===== src/rtl/mem_arb_pkg.sv =====
// mem_arb_pkg
// Shared types and defaults for the memory port arbiter. The controller and
// datapath import the same ADDR_W/DATA_W defaults, so the RAM width is set
// in one place.
//   arb_state_t : arbiter FSM states
//   owner_t     : which requester an access belongs to
//   arbitrate() : grant decision for the IDLE state
package mem_arb_pkg;

    localparam int ADDR_W_DEF = 16;
    localparam int DATA_W_DEF = 32;

    typedef enum logic [1:0] {
        IDLE      = 2'd0,
        READ_WAIT = 2'd1,
        WRITE     = 2'd2
    } arb_state_t;

    typedef enum logic {
        OWN_IF = 1'b0,
        OWN_D  = 1'b1
    } owner_t;

    // Returns {dWin, ifWin}. A lone request always wins. On a tie the
    // requester that did not own the previous access wins, so the two
    // alternate under sustained contention.
    function automatic logic [1:0] arbitrate(input logic ifReq,
                                             input logic dReq,
                                             input owner_t lastOwner);
        logic ifWin;
        logic dWin;
        ifWin = ifReq && (!dReq || (lastOwner == OWN_D));
        dWin  = dReq  && (!ifReq || (lastOwner == OWN_IF));
        return {dWin, ifWin};
    endfunction

endpackage


===== src/rtl/mem_port_arbiter.sv =====
// mem_port_arbiter
// Shares one single-port RAM between instruction fetch (IF, read-only) and
// the data port (D, loads and stores). Accesses are serialised; the RAM read
// latency is hidden behind a req/gnt/rvalid handshake and read data is
// returned only to the requester that issued the read.
// Ports:
//   clk, rst                      clock, asynchronous active-high reset
//   if_req/if_addr                fetch request, held until if_gnt
//   if_gnt/if_rvalid/if_rdata     fetch grant, one-cycle data valid, word
//   d_req/d_we/d_addr/d_wdata     data request, held until d_gnt
//   d_gnt/d_rvalid/d_rdata        data grant, load data valid, word
//   ram_addr/ram_wdata/ram_w_en   RAM control
//   ram_rdata                     RAM read data, RD_LAT cycles after address
//   busy                          high whenever an access is in progress
module mem_port_arbiter
    import mem_arb_pkg::*;
#(
    parameter int ADDR_W = ADDR_W_DEF,
    parameter int DATA_W = DATA_W_DEF,
    parameter int RD_LAT = 2
) (
    input  logic              clk,
    input  logic              rst,
    input  logic              if_req,
    input  logic [ADDR_W-1:0] if_addr,
    output logic              if_gnt,
    output logic              if_rvalid,
    output logic [DATA_W-1:0] if_rdata,
    input  logic              d_req,
    input  logic              d_we,
    input  logic [ADDR_W-1:0] d_addr,
    input  logic [DATA_W-1:0] d_wdata,
    output logic              d_gnt,
    output logic              d_rvalid,
    output logic [DATA_W-1:0] d_rdata,
    output logic [ADDR_W-1:0] ram_addr,
    output logic [DATA_W-1:0] ram_wdata,
    output logic              ram_w_en,
    input  logic [DATA_W-1:0] ram_rdata,
    output logic              busy
);

    // The read wait lasts RD_LAT cycles; the counter runs 0..RD_LAT-1 and the
    // last count is the cycle in which ram_rdata is valid.
    localparam logic [3:0] LAST_CNT = 4'(RD_LAT - 1);

    arb_state_t        state_q, state_d;
    logic [3:0]        cnt_q, cnt_d;
    owner_t            lastOwner_q, lastOwner_d;
    owner_t            owner_q, owner_d;
    logic [ADDR_W-1:0] addr_q, addr_d;
    logic [DATA_W-1:0] wdata_q, wdata_d;
    logic              we_q, we_d;
    logic [DATA_W-1:0] ifRdata_q, dRdata_q;
    logic              ifRvalid_q, dRvalid_q;
    logic              rdCapture;
    logic [1:0]        winners;

    // Next-state and grant logic. Grants exist only in IDLE and are
    // suppressed while reset is held so no handshake completes during reset.
    always_comb begin
        state_d     = state_q;
        cnt_d       = cnt_q;
        lastOwner_d = lastOwner_q;
        owner_d     = owner_q;
        addr_d      = addr_q;
        wdata_d     = wdata_q;
        we_d        = we_q;
        if_gnt      = 1'b0;
        d_gnt       = 1'b0;
        rdCapture   = 1'b0;
        winners     = 2'b00;

        case (state_q)
            IDLE: begin
                if (!rst) begin
                    winners = arbitrate(if_req, d_req, lastOwner_q);
                end
                if_gnt = winners[0];
                d_gnt  = winners[1];
                if (winners[0]) begin
                    owner_d     = OWN_IF;
                    lastOwner_d = OWN_IF;
                    addr_d      = if_addr;
                    wdata_d     = '0;
                    we_d        = 1'b0;
                    cnt_d       = '0;
                    state_d     = READ_WAIT;
                end else if (winners[1]) begin
                    owner_d     = OWN_D;
                    lastOwner_d = OWN_D;
                    addr_d      = d_addr;
                    wdata_d     = d_wdata;
                    we_d        = d_we;
                    cnt_d       = '0;
                    state_d     = d_we ? WRITE : READ_WAIT;
                end
            end
            READ_WAIT: begin
                if (cnt_q == LAST_CNT) begin
                    rdCapture = 1'b1;
                    state_d   = IDLE;
                end else begin
                    cnt_d = cnt_q + 4'd1;
                end
            end
            WRITE: begin
                state_d = IDLE;
            end
            default: begin
                state_d = IDLE;
            end
        endcase
    end

    // State, captured request and tie-break history.
    always_ff @(posedge clk or posedge rst) begin
        if (rst) begin
            state_q     <= IDLE;
            cnt_q       <= '0;
            lastOwner_q <= OWN_IF;
            owner_q     <= OWN_IF;
            addr_q      <= '0;
            wdata_q     <= '0;
            we_q        <= 1'b0;
        end else begin
            state_q     <= state_d;
            cnt_q       <= cnt_d;
            lastOwner_q <= lastOwner_d;
            owner_q     <= owner_d;
            addr_q      <= addr_d;
            wdata_q     <= wdata_d;
            we_q        <= we_d;
        end
    end

    // Read return path: the word is steered to the owner of the access and
    // held there until that owner's next read completes.
    always_ff @(posedge clk or posedge rst) begin
        if (rst) begin
            ifRvalid_q <= 1'b0;
            dRvalid_q  <= 1'b0;
            ifRdata_q  <= '0;
            dRdata_q   <= '0;
        end else begin
            ifRvalid_q <= rdCapture && (owner_q == OWN_IF);
            dRvalid_q  <= rdCapture && (owner_q == OWN_D);
            if (rdCapture && (owner_q == OWN_IF)) begin
                ifRdata_q <= ram_rdata;
            end
            if (rdCapture && (owner_q == OWN_D)) begin
                dRdata_q <= ram_rdata;
            end
        end
    end

    // The RAM address is the captured address, so it holds its last value
    // in IDLE; the write strobe exists only in WRITE.
    assign ram_addr  = addr_q;
    assign ram_wdata = wdata_q;
    assign ram_w_en  = (state_q == WRITE) && we_q;
    assign busy      = (state_q != IDLE);
    assign if_rvalid = ifRvalid_q;
    assign d_rvalid  = dRvalid_q;
    assign if_rdata  = ifRdata_q;
    assign d_rdata   = dRdata_q;

endmodule


===== config.mk =====
export PLATFORM = sky130hd
export DESIGN_NAME = mem_port_arbiter
export DESIGN_NICKNAME = d
export VERILOG_FILES = /design/src/rtl/mem_arb_pkg.sv /design/src/rtl/mem_port_arbiter.sv
export SDC_FILE = /design/constraint.sdc
export NUM_CORES = 1
export LEC_CHECK = 0
export BUFFER_PORTS_ARGS = -buffer_cell sky130_fd_sc_hd__buf_4
export CAP_MARGIN = 5
export CORE_ASPECT_RATIO = 1.75
export CORE_MARGIN = 2
export CORE_UTILIZATION = 33
export DETAILED_ROUTE_END_ITERATION = 12
export HOLD_SLACK_MARGIN = 0.02
export PLACE_DENSITY = 0.64
export SYNTH_ARGS = -nofsm -noshare
export SYNTH_HDL_FRONTEND = slang
export SYNTH_SLANG_ARGS = --single-unit

===== constraint.sdc =====
create_clock -name clk -period 10.2 [get_ports clk]
set_input_delay 2.04 -clock clk [delete_from_list [all_inputs] [get_ports clk]]
set_output_delay 2.04 -clock clk [all_outputs]
set_load 0.005 [all_outputs]

==> flow_summary_export.csv, run 1 <==
group,metric,value,unit
run_status,status,"complete, no violations",
routing,via_per_inst,4.89,
floorplanning,die_w,97.7,um
timing,min_period_over_period,0.559,
logic_synthesis,synth_cell_types,37,
power_and_ir_drop,power,2290,uW
routing,wl_per_cell,16.4,um
routing,num_vias,3739,
global_routing,grt_pass1_vias,3971,
clocking,insertion_delay,410,ps
clocking,htreeDepth,4,
worst_hold_path,hold_path.class,"register to register",
clocking,post-cts-setup-buffers,0,
power_and_ir_drop,powerDensity,311,nW/um^2
timing,period_minus_slack,5700,ps
power_and_ir_drop,seq_power_share,0.378,
clocking,cts_tree,"yes",
timing,maxSlewViolCount,0,
place,io_buffers,218,
timing,fmax,176,MHz
clocking,cts_buffers,17,
timing,tightest_slew,1090,ps
clocking,clock_path_buffers,2,
timing,final-setup-viol-count,0,
routing,drcViolationCount,0,
logic_synthesis,yosys.area.top_type_share,0.602,
global_routing,gr-usage-met1,0.180,
floorplanning,start_util,0.333,
floorplanning,design.core.area,15200,um^2
clocking,path_clk_slew,60,ps
setup_path,rrSetupSlack,8020,ps
logic_synthesis,syn_avg_cell_area,14.4,um^2
routing,drt-initial-drc-count,69,
global_routing,met3_usage,0.0399,
timing,fin_worst_skew,10.5,ps
clocking,post_cts_resized,0,
timing,slew_headroom,0.270,
logic_synthesis,yosys.cell_count.top_type,"dfrtp_1",
setup_path,worstReg2RegStart,"cnt_q[1]",
global_routing,grt-ovfl-total,0,
global_routing,met2_usage,0.271,
logic_synthesis,async_reset_ff_frac,1.00,
logic_synthesis,synth_cells,352,
floorplanning,std_cell_rows,60,
layout,area_growth,45.3,%
logic_synthesis,synth_area,5070,um^2
layout,num-fill-cells,1367,
logic_synthesis,seq_area_frac_synth,0.602,
power_and_ir_drop,swShare,0.304,
power_and_ir_drop,internal_power,1590,uW
floorplanning,die_h,168,um
global_routing,antenna_found_initial,0,
layout,nNetsFinal,669,
setup_path,worstPathMaxFanout,72,
layout,drive_gt1_frac,0.522,
setup_path,crit_path_end_kind,"primary output",
logic_synthesis,syn_nets,455,
logic_synthesis,synth_edf_count,0,
global_routing,grt_pass1_wl,20.5,mm
global_routing,top_usage_layer,"met2",
setup_path,crit_type,"primary input to primary output",
setup_path,critPathArrivalTime,3660,ps
flow_run,drv_cap,0,
worst_hold_path,worst_hold_startpoint,"d_rdata[28]",
power_and_ir_drop,peakVddDrop,0.123,mV
power_and_ir_drop,combPwrFrac,0.361,
timing,finalSetupTns,0,ps
routing,drtAntennaViolNets,0,
setup_path,reg2reg_depth,6,
logic_synthesis,synth_top_area_cell,"dfrtp_1",
place,gp_congestion,0.795,
setup_path,worstPathRequired,8160,ps
clocking,cts_root_buf,"clkbuf_16",
worst_hold_path,hold_depth,1,
global_routing,grt_max_degree,73,
layout,diodes,0,
clocking,cts_hold_buf,0,
setup_path,slowest_delay,660,ps
setup_path,crit_top_cell,"buf_4",
setup_path,critPathLaunchType,"primary input",
routing,dr.pass1.iters,4,
logic_synthesis,netlist_top_cells_area,"dfrtp_1 (60%), mux2_4 (8.6%), mux2_1 (6.4%), a22o_1 (5.9%), buf_6 (2.7%)",
clocking,cts_num_sinks,122,
power_and_ir_drop,p_sw,696,uW
timing,grt_setup_unrepaired,"no",
routing,routed_wl,12.5,mm
timing,timing.hold.ws,488,ps
floorplanning,io-pin-count,219,
logic_synthesis,synth_ff_type,"dfrtp_1",
floorplanning,die-area,16400,um^2
setup_path,critPathSlowestCell,"and4_4",
power_and_ir_drop,leakage,0.00366,uW
logic_synthesis,synth_seq_cells,122,
setup_path,r2r-end,"d_rdata[29]",
logic_synthesis,ys_warn_count,0,
place,hpwlAfterDp,9.13,mm
power_and_ir_drop,clkPwrFrac,0.261,
global_routing,grt_util_all_layers,0.155,
timing,hold_viol_final,0,
setup_path,crit_path_cell_trace,"buf_4, inv_4, and4_4, buf_4",
worst_hold_path,min_to,"d_rdata[28]",
logic_synthesis,synthTopCellsByCount,"dfrtp_1 (122), a22o_1 (34), mux2_1 (29), mux2_4 (29)",
[worst max-delay path by stage]
stage / from / slack, ps / to
6_report: rst / 4500 / d_gnt
5_1_grt: rst / 4320 / d_gnt
4_1_cts: rst / 4440 / d_gnt
3_5_place_dp: rst / 4440 / d_gnt
3_3_place_gp: rst / 4500 / d_gnt
2_1_floorplan: rst / 2690 / d_gnt
[final cells by class]
class	count	area, um^2	area share
repair buffers	221	1660	0.225
clock buffers	17	425	0.0577
clock inverters	15	173	0.0234
well taps	186	233	0.0316
multi-input cells	197	1800	0.244
flip-flops and latches	122	3050	0.414
inverters	7	28.8	0.00391
[through the flow]
step	util	setup slack [ps]	instances	area (um^2)
final	0.483	4500	765	7370
after global routing	0.483	4320	765	7370
after CTS	0.483	4440	765	7370
after detailed placement	0.444	4440	733	6770
after global placement	0.444	4500	733	6770
after floorplan	-	2690	352	5070
[power by group through the flow]
stage | clock (uW) | sequential [uW] | combinational (uW)
2_1_floorplan | 0 | 863 | 384
3_3_place_gp | 0 | 868 | 822
3_5_place_dp | 0 | 870 | 842
4_1_cts | 615 | 869 | 841
5_1_grt | 640 | 901 | 898
6_report | 597 | 867 | 827
[cell families after synthesis]
| group | share of synthesized area |
|---|---|
| flip-flops | 0.602 |
| AO/OA/AOI/OAI | 0.123 |
| AND/OR/NAND/NOR | 0.0565 |
| buffers and inverters | 0.0434 |
| adder cells (fa/ha/maj) | 0.00494 |
| multiplexers | 0.170 |
[placed cells by master (no fill, tap or decap), drive strengths merged]
master    instances
nor4              1
a22o             34
and3              1
clkinvlp          2
nand2             4
nor2b             2
o2bb2ai           3
a21oi            16
mux2             64
and2              2
inv              17
o21ai            16
dfrtp           122
buf             221
o21bai            1
o211ai            1
ha                2
bufinv            1
mux2i             3
a31oi            16
and4bb            1
o21ba             2
and4              1
o22ai             1
nand2b            1
nor3b             2
nor2              5
or3b             17
clkbuf           17
clkinv            2
nand3             1
[worst max-delay path: cells and delay by family]
family	cells	cell delay, ps
simple gates	1	660
buf+inv	3	930
[state kept, by name, indices dropped and copies added (netlist names)]
name	flops
cnt_q	4
d_rvalid	1
d_rdata	32
owner_q	1
ram_wdata	32
if_rvalid	1
we_q	1
ram_addr	16
if_rdata	32
state_q	2
[routing by layer]
metal | part of all wire | vias to the layer above
met4 | 0.022 | 0
met2 | 0.53 | 173
met3 | 0.062 | 18
met5 | 0 | -
li1 | - | 1727
met1 | 0.39 | 1821
Power figures use the tool's default switching activity.
==> run 2, diff against run 1 <==
==> constraint.sdc (replaced) <==
create_clock -name clk -period 5.7 [get_ports clk]
set_input_delay 1.14 -clock clk [delete_from_list [all_inputs] [get_ports clk]]
set_output_delay 1.14 -clock clk [all_outputs]
set_load 0.005 [all_outputs]
==> run 2 against run 1 <==
Power up 78%. Non-clock buffer count up 1. Global-route usage up 0.22 points. Sequential power up 79%. Clock power up 74%. Sequential share of layout area about the same. Die area unchanged. Utilization about the same. First-iteration DRC count up 19%. Largest cell class unchanged. Combinational power up 79%. Critical path type unchanged. Critical path depth unchanged. Cell count up 0.13%.
==> flow_summary_export.csv, run 2 (synthesized netlist as in run 1, its figures left out) <==
group,metric,value,unit
run_status,status,"complete, no violations",
floorplanning,die_w,97.7,um
layout,nNetsFinal,670,
timing,fin_worst_skew,11.4,ps
setup_path,reg2reg_depth,6,
setup_path,crit_top_cell,"buf_4",
clocking,post_cts_resized,0,
timing,period_minus_slack,3710,ps
clocking,cts_hold_buf,0,
setup_path,crit_path_cell_trace,"buf_4, nand2b_1, nor4_1, buf_4",
clocking,cts_buffers,17,
floorplanning,std_cell_rows,60,
timing,fmax,269,MHz
worst_hold_path,hold_path.class,"register to register",
flow_run,drv_cap,0,
clocking,cts_root_buf,"clkbuf_16",
floorplanning,die_h,168,um
clocking,cts_num_sinks,122,
place,io_buffers,218,
global_routing,antenna_found_initial,0,
place,hpwlAfterDp,9.20,mm
setup_path,crit_path_end_kind,"primary output",
routing,dr.pass1.iters,4,
timing,timing.hold.ws,489,ps
timing,maxSlewViolCount,0,
layout,drive_gt1_frac,0.522,
layout,final_cell_mix,"buf_4 (222), dfrtp_1 (122), a22o_1 (34)",
floorplanning,io-pin-count,219,
setup_path,critPathArrivalTime,2570,ps
setup_path,rrSetupSlack,3530,ps
setup_path,critPathSlowestCell,"nor4_1",
timing,slew_headroom,0.278,
setup_path,worstPathRequired,4560,ps
timing,finalSetupTns,0,ps
global_routing,grt_pass1_wl,20.8,mm
routing,wl_per_cell,16.6,um
timing,final-setup-viol-count,0,
clocking,cts_tree,"yes",
timing,tightest_slew,1080,ps
worst_hold_path,worst_hold_startpoint,"d_rdata[25]",
routing,routed_wl,12.7,mm
setup_path,critPathLaunchType,"primary input",
floorplanning,design.core.area,15200,um^2
routing,num_vias,3721,
power_and_ir_drop,powerDensity,554,nW/um^2
routing,drt-initial-drc-count,82,
worst_hold_path,hold_depth,1,
clocking,insertion_delay,410,ps
clocking,post-cts-setup-buffers,0,
setup_path,worstPathMaxFanout,34,
place,gp_congestion,0.760,
routing,via_per_inst,4.86,
layout,num-fill-cells,1408,
worst_hold_path,min_to,"d_rdata[25]",
global_routing,grt_max_degree,75,
setup_path,r2r-end,"d_rdata[30]",
setup_path,worstReg2RegStart,"cnt_q[1]",
setup_path,path_delay_family,"simple AND/OR/NAND/NOR gates",
clocking,htreeDepth,4,
power_and_ir_drop,leakage,0.00366,uW
floorplanning,die-area,16400,um^2
setup_path,crit_type,"primary input to primary output",
global_routing,grt-ovfl-total,0,
routing,drcViolationCount,0,
setup_path,slowest_delay,570,ps
layout,fin_cells,766,
setup_path,cp_num_buf_inv,2,
layout,area_growth,45.2,%
layout,fin_util,0.483,
routing,drtAntennaViolNets,0,
power_and_ir_drop,peakVddDrop,0.222,mV
global_routing,grt_util_all_layers,0.157,
timing,hold_viol_final,0,
clocking,path_clk_slew,60,ps
layout,mostFrequentLayoutCell,"buf_4",
layout,diodes,0,
place,dp.cells,734,
floorplanning,start_util,0.333,
timing,min_period_over_period,0.651,
clocking,clock_path_buffers,2,
global_routing,grt_pass1_vias,3989,
timing,grt_setup_unrepaired,"no",
==> run 2: cell count changes in the layout (fill, tap and decap cells not counted) <==
| cell | before | now |
|---|---|---|
| clkinv_4 | 1 | 6 |
| inv_8 | 6 | 4 |
| buf_4 | 221 | 222 |
| clkinv_2 | 0 | 1 |
| clkinv_8 | 1 | 0 |
| clkinvlp_4 | 2 | 1 |
| inv_4 | 1 | 0 |
| inv_6 | 4 | 3 |
==> run 2: area by class of cell <==
class | count | area [um^2] | area share
clock inverter | 15 | 159 | 0.0216
clock buffer | 17 | 425 | 0.0578
timing repair buffer | 222 | 1670 | 0.226
inverter | 7 | 30.0 | 0.00408
sequential | 122 | 3050 | 0.415
multi-input combinational | 197 | 1800 | 0.244
tap | 186 | 233 | 0.0316
==> run 2: how the worst max path moves through the flow <==
stage	startpoint	to	slack [ps]	cells past startpoint
6_report	rst	if_gnt	1990	4
5_1_grt	rst	if_gnt	1850	4
4_1_cts	rst	if_gnt	2010	4
3_5_place_dp	rst	if_gnt	2020	4
3_3_place_gp	rst	if_gnt	2150	4
2_1_floorplan	rst	d_gnt	850	4
==> run 2: per-layer routing <==
metal	global-route usage	up-vias	wire, um	part of all wire
met5	0	-	0	0
met4	0.0592	0	191	0.015
met3	0.0415	17	815	0.064
met2	0.276	170	6680	0.53
met1	0.183	1804	5030	0.40
li1	-	1730	-	-
==> run 2: power breakdown <==
group / switching [uW] / internal (uW)
Sequential: 263 / 1290
Clock: 426 / 619
Combinational: 542 / 941
==> run 2: through the flow <==
| stage | total power, uW | area (um^2) | setup slack [ps] |
|---|---|---|---|
| detailed placement | 3060 | 6780 | 2020 |
| global route | 4340 | 7360 | 1850 |
| floorplan | 2230 | 5070 | 848 |
| CTS | 4140 | 7360 | 2010 |
| finish | 4080 | 7360 | 1990 |
| global placement | 3020 | 6780 | 2150 |
==> run 2: worst register-to-register path, cell delays in order (launching register included) <==
cell      delay, ps
dfrtp_1         420
inv_1            70
ha_1            160
and4bb_4        280
nand2_2         220
inv_2           480
mux2_2          420
